<file path="src/rtl/mxv_result_assembler_pkg.sv">
// Shared definitions for the MxV result assembler: state encoding and the
// padding arithmetic that must match the matrix-by-vector stage exactly.
package mxv_result_assembler_pkg;

  typedef enum logic [1:0] {
    IDLE    = 2'd0,
    COLLECT = 2'd1,
    HOLD    = 2'd2
  } state_t;

  // Padding rows needed to round the equation count up past the next granule.
  // An exact multiple still gets a full granule of padding, as upstream does.
  function automatic int calc_additional(input int eqn, input int ni);
    return ni - (eqn % ni);
  endfunction

  function automatic int calc_total(input int eqn, input int ni);
    return eqn + calc_additional(eqn, ni);
  endfunction

  function automatic int calc_beats(input int eqn, input int ni, input int units);
    return calc_total(eqn, ni) / units;
  endfunction

endpackage

</file>
<file path="src/rtl/mxv_result_assembler_beat_writer.sv">
// Combinational beat-to-slot mapper: for every real row slot it decides whether
// the current beat carries that row and which beat word feeds it.
module mxv_beat_writer
  import mxv_result_assembler_pkg::*;
#(
  parameter int no_of_eqn_per_cluster = 10,
  parameter int element_width         = 32,
  parameter int no_of_units           = 4,
  parameter int count_width           = 3
) (
  input  logic [count_width-1:0]                         beat_count,
  input  logic [no_of_units*element_width-1:0]           in_data,
  output logic [no_of_eqn_per_cluster-1:0]               wr_en,
  output logic [no_of_eqn_per_cluster*element_width-1:0] wr_data
);

  // Row r lives in beat r/no_of_units at word r%no_of_units; both the beat word
  // order and the slot order put the lowest index in the most significant word.
  // Padding rows have no slot, so they are dropped simply by never being mapped.
  for (genvar r = 0; r < no_of_eqn_per_cluster; r++) begin : g_slot
    assign wr_en[r] = (beat_count == count_width'(r / no_of_units));
    assign wr_data[(no_of_eqn_per_cluster-1-r)*element_width +: element_width] =
      in_data[(no_of_units-1-(r % no_of_units))*element_width +: element_width];
  end

endmodule

</file>
<file path="src/rtl/mxv_result_assembler.sv">
// Assembles per-beat MxV partial results into one full result vector and hands
// it downstream with a valid/ack handshake, back-pressuring upstream meanwhile.
module mxv_result_assembler
  import mxv_result_assembler_pkg::*;
#(
  parameter int no_of_eqn_per_cluster = 10,
  parameter int element_width         = 32,
  parameter int no_of_units           = 4,
  parameter int NI                    = 8,
  parameter int additional            = calc_additional(no_of_eqn_per_cluster, NI),
  parameter int total                 = no_of_eqn_per_cluster + additional,
  parameter int no_of_beats           = total / no_of_units,
  localparam int count_width          = $clog2(no_of_beats + 1)
) (
  input  logic                                           clk,
  input  logic                                           reset,
  input  logic                                           start,
  input  logic                                           in_valid,
  input  logic [no_of_units*element_width-1:0]           in_data,
  output logic                                           in_ready,
  output logic [no_of_eqn_per_cluster*element_width-1:0] vec_out,
  output logic                                           vec_valid,
  input  logic                                           vec_ack,
  output logic [count_width-1:0]                         beat_count,
  output logic                                           busy
);

  state_t                                         state, state_next;
  logic [count_width-1:0]                         count, count_next;
  logic                                           accept;
  logic                                           last_beat;
  logic [no_of_eqn_per_cluster-1:0]               wr_en;
  logic [no_of_eqn_per_cluster*element_width-1:0] wr_data;
  logic [no_of_eqn_per_cluster*element_width-1:0] vec_q;

  // A beat dropped in the same cycle that start falls is abandoned with the rest.
  assign accept    = start && in_valid && (state == COLLECT);
  assign last_beat = (count == count_width'(no_of_beats - 1));

  assign in_ready   = (state == COLLECT);
  assign vec_valid  = (state == HOLD);
  assign busy       = (state == COLLECT) && (count != '0);
  assign beat_count = count;
  assign vec_out    = vec_q;

  mxv_beat_writer #(
    .no_of_eqn_per_cluster(no_of_eqn_per_cluster),
    .element_width        (element_width),
    .no_of_units          (no_of_units),
    .count_width          (count_width)
  ) u_beat_writer (
    .beat_count(count),
    .in_data   (in_data),
    .wr_en     (wr_en),
    .wr_data   (wr_data)
  );

  // Next-state and beat counter; start low overrides everything to idle/clear.
  always_comb begin
    state_next = state;
    count_next = count;
    case (state)
      IDLE: state_next = COLLECT;
      COLLECT: begin
        if (accept) begin
          count_next = count + count_width'(1);
          if (last_beat) state_next = HOLD;
        end
      end
      HOLD: begin
        if (vec_ack) begin
          state_next = COLLECT;
          count_next = '0;
        end
      end
      default: state_next = IDLE;
    endcase
    if (!start) begin
      state_next = IDLE;
      count_next = '0;
    end
  end

  // State and counter registers; reset takes priority over start.
  always_ff @(posedge clk) begin
    if (reset) begin
      state <= IDLE;
      count <= '0;
    end else begin
      state <= state_next;
      count <= count_next;
    end
  end

  // Row-slot bank: only reset clears it, so an abort leaves old contents visible.
  always_ff @(posedge clk) begin
    if (reset) begin
      vec_q <= '0;
    end else begin
      for (int r = 0; r < no_of_eqn_per_cluster; r++) begin
        if (accept && wr_en[r]) begin
          vec_q[(no_of_eqn_per_cluster-1-r)*element_width +: element_width] <=
            wr_data[(no_of_eqn_per_cluster-1-r)*element_width +: element_width];
        end
      end
    end
  end

endmodule

</file>
<file path="config.mk">
export PLATFORM = sky130hd
export DESIGN_NAME = mxv_result_assembler
export DESIGN_NICKNAME = d
export VERILOG_FILES = /design/src/rtl/mxv_result_assembler_pkg.sv /design/src/rtl/mxv_result_assembler_beat_writer.sv /design/src/rtl/mxv_result_assembler.sv
export SDC_FILE = /design/constraint.sdc
export NUM_CORES = 1
export LEC_CHECK = 0
export CAP_MARGIN = 15
export CORE_AREA = 2 2 178 180
export DETAILED_ROUTE_END_ITERATION = 7
export DIE_AREA = 0 0 180 182
export GPL_TIMING_DRIVEN = 0
export PLACE_DENSITY_LB_ADDON = 0.15
export SETUP_SLACK_MARGIN = 0.3
export SLEW_MARGIN = 30
export SYNTH_ARGS = -nofsm -noshare
export SYNTH_HDL_FRONTEND = slang
export SYNTH_SLANG_ARGS = --single-unit
</file>
<file path="constraint.sdc">
create_clock -name clk -period 2 [get_ports clk]
set_clock_uncertainty 0.2 [all_clocks]
set_input_delay 0.4 -clock clk [delete_from_list [all_inputs] [get_ports clk]]
set_output_delay 0.4 -clock clk [all_outputs]
set_load 0.01 [all_outputs]
</file>
==> impl_metrics.xml <==
<?xml version="1.0" encoding="UTF-8"?>
<metrics>
  <group name="status">
    <metric name="run_status" unit="">finished clean</metric>
  </group>
  <group name="final_layout">
    <metric name="area_growth_syn_to_layout" unit="%">48.1</metric>
    <metric name="layout-drive-gt1-share" unit="">0.284</metric>
    <metric name="combined_area_of_the_multi_input_logic_cells" unit="um2">6330</metric>
    <metric name="ff_latch_area" unit="um2">6550</metric>
    <metric name="instances_no_fill" unit="">2197</metric>
    <metric name="finish.net_count" unit="">1906</metric>
    <metric name="n_fill_cell" unit="">2652</metric>
  </group>
  <group name="power_and_ir_drop">
    <metric name="p_int" unit="W">0.0110</metric>
    <metric name="total_power" unit="W">0.0142</metric>
    <metric name="power_frac_comb" unit="">0.074</metric>
    <metric name="p_per_area" unit="nW/um2">724</metric>
    <metric name="power_switching_share" unit="">0.222</metric>
    <metric name="power_frac_seq" unit="">0.463</metric>
    <metric name="reported_leakage_power" unit="nW">9.18</metric>
    <metric name="irDropWorstVdd" unit="mV">0.660</metric>
    <metric name="p_switching" unit="W">0.00314</metric>
    <metric name="power_frac_clock" unit="">0.462</metric>
  </group>
  <group name="floorplan">
    <metric name="coreArea" unit="um2">31000</metric>
    <metric name="floorplan.initialDensity" unit="">0.426</metric>
    <metric name="chipWidth" unit="um">180</metric>
    <metric name="dieHeight" unit="um">182</metric>
    <metric name="die_area" unit="um2">32800</metric>
    <metric name="core.rowCount" unit="">65</metric>
    <metric name="num_io_pins" unit="">459</metric>
  </group>
  <group name="clock_network">
    <metric name="cts.clk_slew.worst_paths" unit="ns">0.05</metric>
    <metric name="ctsHtreeMaxLevel" unit="">2</metric>
    <metric name="number_of_buffers_created_by_cts" unit="">37</metric>
    <metric name="insertion_delay" unit="ns">0.50</metric>
    <metric name="tritoncts_num_sinks" unit="">325</metric>
    <metric name="cts_tree" unit="">built</metric>
    <metric name="clock_path_buffers" unit="">3</metric>
    <metric name="root_buffer" unit="">sky130_fd_sc_hd__clkbuf_16</metric>
  </group>
  <group name="placement">
    <metric name="place.detailed.hpwl" unit="um">31200</metric>
    <metric name="port_buffers" unit="">457</metric>
    <metric name="place_inst" unit="">2072</metric>
    <metric name="place.gp.congestion" unit="">0.823</metric>
  </group>
  <group name="worst_setup_path">
    <metric name="worst_setup_path_start_kind" unit="">register</metric>
    <metric name="cells_along_the_critical_path" unit="">nor2b_4 -&gt; a21boi_4 -&gt; buf_6</metric>
    <metric name="setup.worst_path.end_class" unit="">primary output</metric>
    <metric name="critical_path_arrival" unit="ns">1.34</metric>
    <metric name="startpoint_of_the_worst_slack_reg_to_reg_timing_path" unit="">state[1]</metric>
    <metric name="timing.critical_path.slowest_stage_cell" unit="">sky130_fd_sc_hd__dfxtp_2</metric>
    <metric name="setup.worst_path.class" unit="">reg -&gt; out</metric>
    <metric name="critical_path_peak_fanout" unit="">3</metric>
    <metric name="worst_setup_path_startpoint" unit="">state[0]</metric>
    <metric name="worstPathRequired" unit="ns">1.40</metric>
    <metric name="cp_slowest_stage_delay" unit="ns">0.34</metric>
  </group>
  <group name="sta">
    <metric name="min_period_over_period" unit="">0.968</metric>
    <metric name="fmaxAchievable" unit="MHz">517</metric>
    <metric name="hold_violations" unit="">0</metric>
    <metric name="final_max_tran_viols" unit="">0</metric>
    <metric name="worst_pin_slew" unit="ns">0.598</metric>
    <metric name="setup_total_negative_slack" unit="ns">0</metric>
    <metric name="whs" unit="ns">0.245</metric>
    <metric name="post-route-min-period" unit="ns">1.94</metric>
    <metric name="slew-limit-headroom" unit="">0.601</metric>
    <metric name="setup_viol" unit="">0</metric>
    <metric name="rsz0062_at_grt" unit="">yes</metric>
  </group>
  <group name="global_routing">
    <metric name="initial_antenna_violation_count" unit="">4</metric>
    <metric name="grt_first_pass_wirelength" unit="um">64400</metric>
    <metric name="global_route.usage.total" unit="">0.252</metric>
    <metric name="via_count_of_the_first_global_routing_pass" unit="">10886</metric>
    <metric name="gr-total-overflow" unit="">0</metric>
    <metric name="grt_start_max_net_pins" unit="">14</metric>
  </group>
  <group name="routing">
    <metric name="vias_per_cell" unit="">4.83</metric>
    <metric name="drt_pass1_iterations" unit="">4</metric>
    <metric name="vias" unit="">10614</metric>
    <metric name="wire_length_per_cell" unit="um">20.1</metric>
    <metric name="drt_wl_total" unit="um">44200</metric>
    <metric name="drt.antenna.violating_nets" unit="">0</metric>
    <metric name="post-route-drc-count" unit="">0</metric>
    <metric name="drt_first_iter_violations" unit="">324</metric>
  </group>
  <group name="logic_synthesis">
    <metric name="syn-cell-area" unit="um2">13200</metric>
    <metric name="post_synth.cell_area_avg" unit="um2">10.9</metric>
    <metric name="synthMuxAreaShare" unit="">0.242</metric>
    <metric name="synth_top_area_share" unit="">0.492</metric>
    <metric name="synth.largest_area_cell" unit="">sky130_fd_sc_hd__dfxtp_1</metric>
    <metric name="net_count_of_the_mapped_netlist" unit="">1351</metric>
    <metric name="synth.yosys.seq_area_share" unit="">0.492</metric>
    <metric name="yosysWarningCount" unit="">0</metric>
    <metric name="post_synth_fa_ha_maj_area_fraction" unit="">0.00473</metric>
    <metric name="post_synth_main_area_contributors" unit="">sky130_fd_sc_hd__dfxtp_1, sky130_fd_sc_hd__mux2i_1, sky130_fd_sc_hd__nand2b_1, sky130_fd_sc_hd__clkbuf_1, sky130_fd_sc_hd__buf_4</metric>
    <metric name="synth_area_in_compound_gates" unit="">0.00464</metric>
    <metric name="synthesis.instances" unit="">1213</metric>
    <metric name="yosys.area_share.simple" unit="">0.219</metric>
    <metric name="ys_types" unit="">25</metric>
    <metric name="synth_xor_area_frac" unit="">0</metric>
    <metric name="ys_seq_elements" unit="">325</metric>
    <metric name="main_combinational_cell_family_by_area_after_synthesis" unit="">multiplexers</metric>
  </group>
  <group name="run">
    <metric name="maxCapViolCount" unit="">0</metric>
  </group>
  <group name="worst_hold_path">
    <metric name="hold_class" unit="">in -&gt; reg</metric>
    <metric name="hold_path.startpoint" unit="">start</metric>
  </group>
</metrics>
[placed cells by master (no fill, tap or decap), drive strengths merged, types with 2 or more instances in the layout]
cell type and count:
and3 3, buf 181, clkbuf 307, clkdlybuf4s15 39, clkdlybuf4s50 129, clkinv 2
dfxtp 325, diode 2, dlygate4sd2 7, ha 5, inv 7, mux2i 320
nand2b 450, nand3 3, nor2 2, nor2b 2, o32ai 2
[registers in the layout, summed over array words and instances, names as in the netlist]
register    count
vec_out       320
state           2
beat_count      3
[synth_stat cells]
library cell and number:
sky130_fd_sc_hd__dfxtp_1 325, sky130_fd_sc_hd__buf_2 12, sky130_fd_sc_hd__nor2_1 2, sky130_fd_sc_hd__nand3_1 3, sky130_fd_sc_hd__buf_4 17, sky130_fd_sc_hd__inv_1 5
sky130_fd_sc_hd__a21oi_1 1, sky130_fd_sc_hd__mux2i_1 320, sky130_fd_sc_hd__nand4_1 1, sky130_fd_sc_hd__o22ai_1 1, sky130_fd_sc_hd__nor2b_1 2, sky130_fd_sc_hd__a21o_1 1
sky130_fd_sc_hd__ha_1 5, sky130_fd_sc_hd__buf_8 1, sky130_fd_sc_hd__and3_1 2, sky130_fd_sc_hd__nand2_1 1, sky130_fd_sc_hd__o32ai_1 2, sky130_fd_sc_hd__a21boi_0 1
sky130_fd_sc_hd__and3_4 1, sky130_fd_sc_hd__o2bb2ai_1 1, sky130_fd_sc_hd__clkbuf_1 50, sky130_fd_sc_hd__buf_6 7, sky130_fd_sc_hd__o41ai_1 1, sky130_fd_sc_hd__nand4b_1 1
sky130_fd_sc_hd__nand2b_1 450
[layout make-up]
class / instances / share of cell area
Buffer: 87 / 0.0438
Clock buffer: 60 / 0.0585
Timing Repair Buffer: 516 / 0.211
Sequential cell: 325 / 0.335
Inverter: 5 / 0.00109
Clock inverter: 4 / 0.00141
Antenna cell: 2 / 0.000256
Multi-Input combinational cell: 796 / 0.324
Tap cell: 402 / 0.0257
[cells by family after synthesis]
| logic type | count (synthesis) |
|---|---|
| and+or+nand+nor | 463 |
| AOI/OAI and AO/OA | 8 |
| DFF | 325 |
| buffers and inverters | 92 |
| adders and majority gates | 5 |
| muxes | 320 |
[metrics by stage]
step	util	setup WS [ns]	instance area, um2
finish	0.632	0.0644	19600
global route	0.632	0.0188	19600
CTS	0.621	0.0687	19200
detailed placement	0.590	-0.772	18300
global placement	0.590	-0.773	18300
floorplan	-	0.311	13200
[critical path: cells and delay by family (launching register included)]
kind | cells | cell delay, ns
DFF | 1 | 0.34
and+or+nand+nor | 1 | 0.16
buffers and inverters | 1 | 0.13
AOI/OAI and AO/OA | 1 | 0.21
[power groups by stage]
stage / logic, W / clock network (W) / registers, W
floorplan: 0.000431 / 0 / 0.00674
global placement: 0.00102 / 0 / 0.00671
detailed placement: 0.00102 / 0 / 0.00671
CTS: 0.00100 / 0.00668 / 0.00656
global route: 0.00113 / 0.00694 / 0.00657
finish: 0.00105 / 0.00655 / 0.00656
[timing repair]
item,CTS,global route
hold buffers,0,0
cloned,2,15
setup buffers,15,27
gates resized for setup,772,479
hold endpoints to repair,0,0
setup endpoints to repair,649,530
pin swaps,3,2
[worst paths after layout]
path	end	slack, ns	cells after the start
worst max-delay path	busy	0.06	3
worst min-delay path	state[0]	0.24	3
worst max register to register	vec_out[283]	0.16	6
worst min register to register	vec_out[206]	0.27	2
[layer usage]
metal / global-route usage / share of wire / vias to the layer above
met3: 0.0810 / 0.074 / 100
met2: 0.428 / 0.48 / 397
met4: 0.111 / 0.044 / 2
met1: 0.289 / 0.40 / 5022
met5: 0 / 0.00029 / -
li1: - / - / 5093
(Power assumes the default switching activity.)
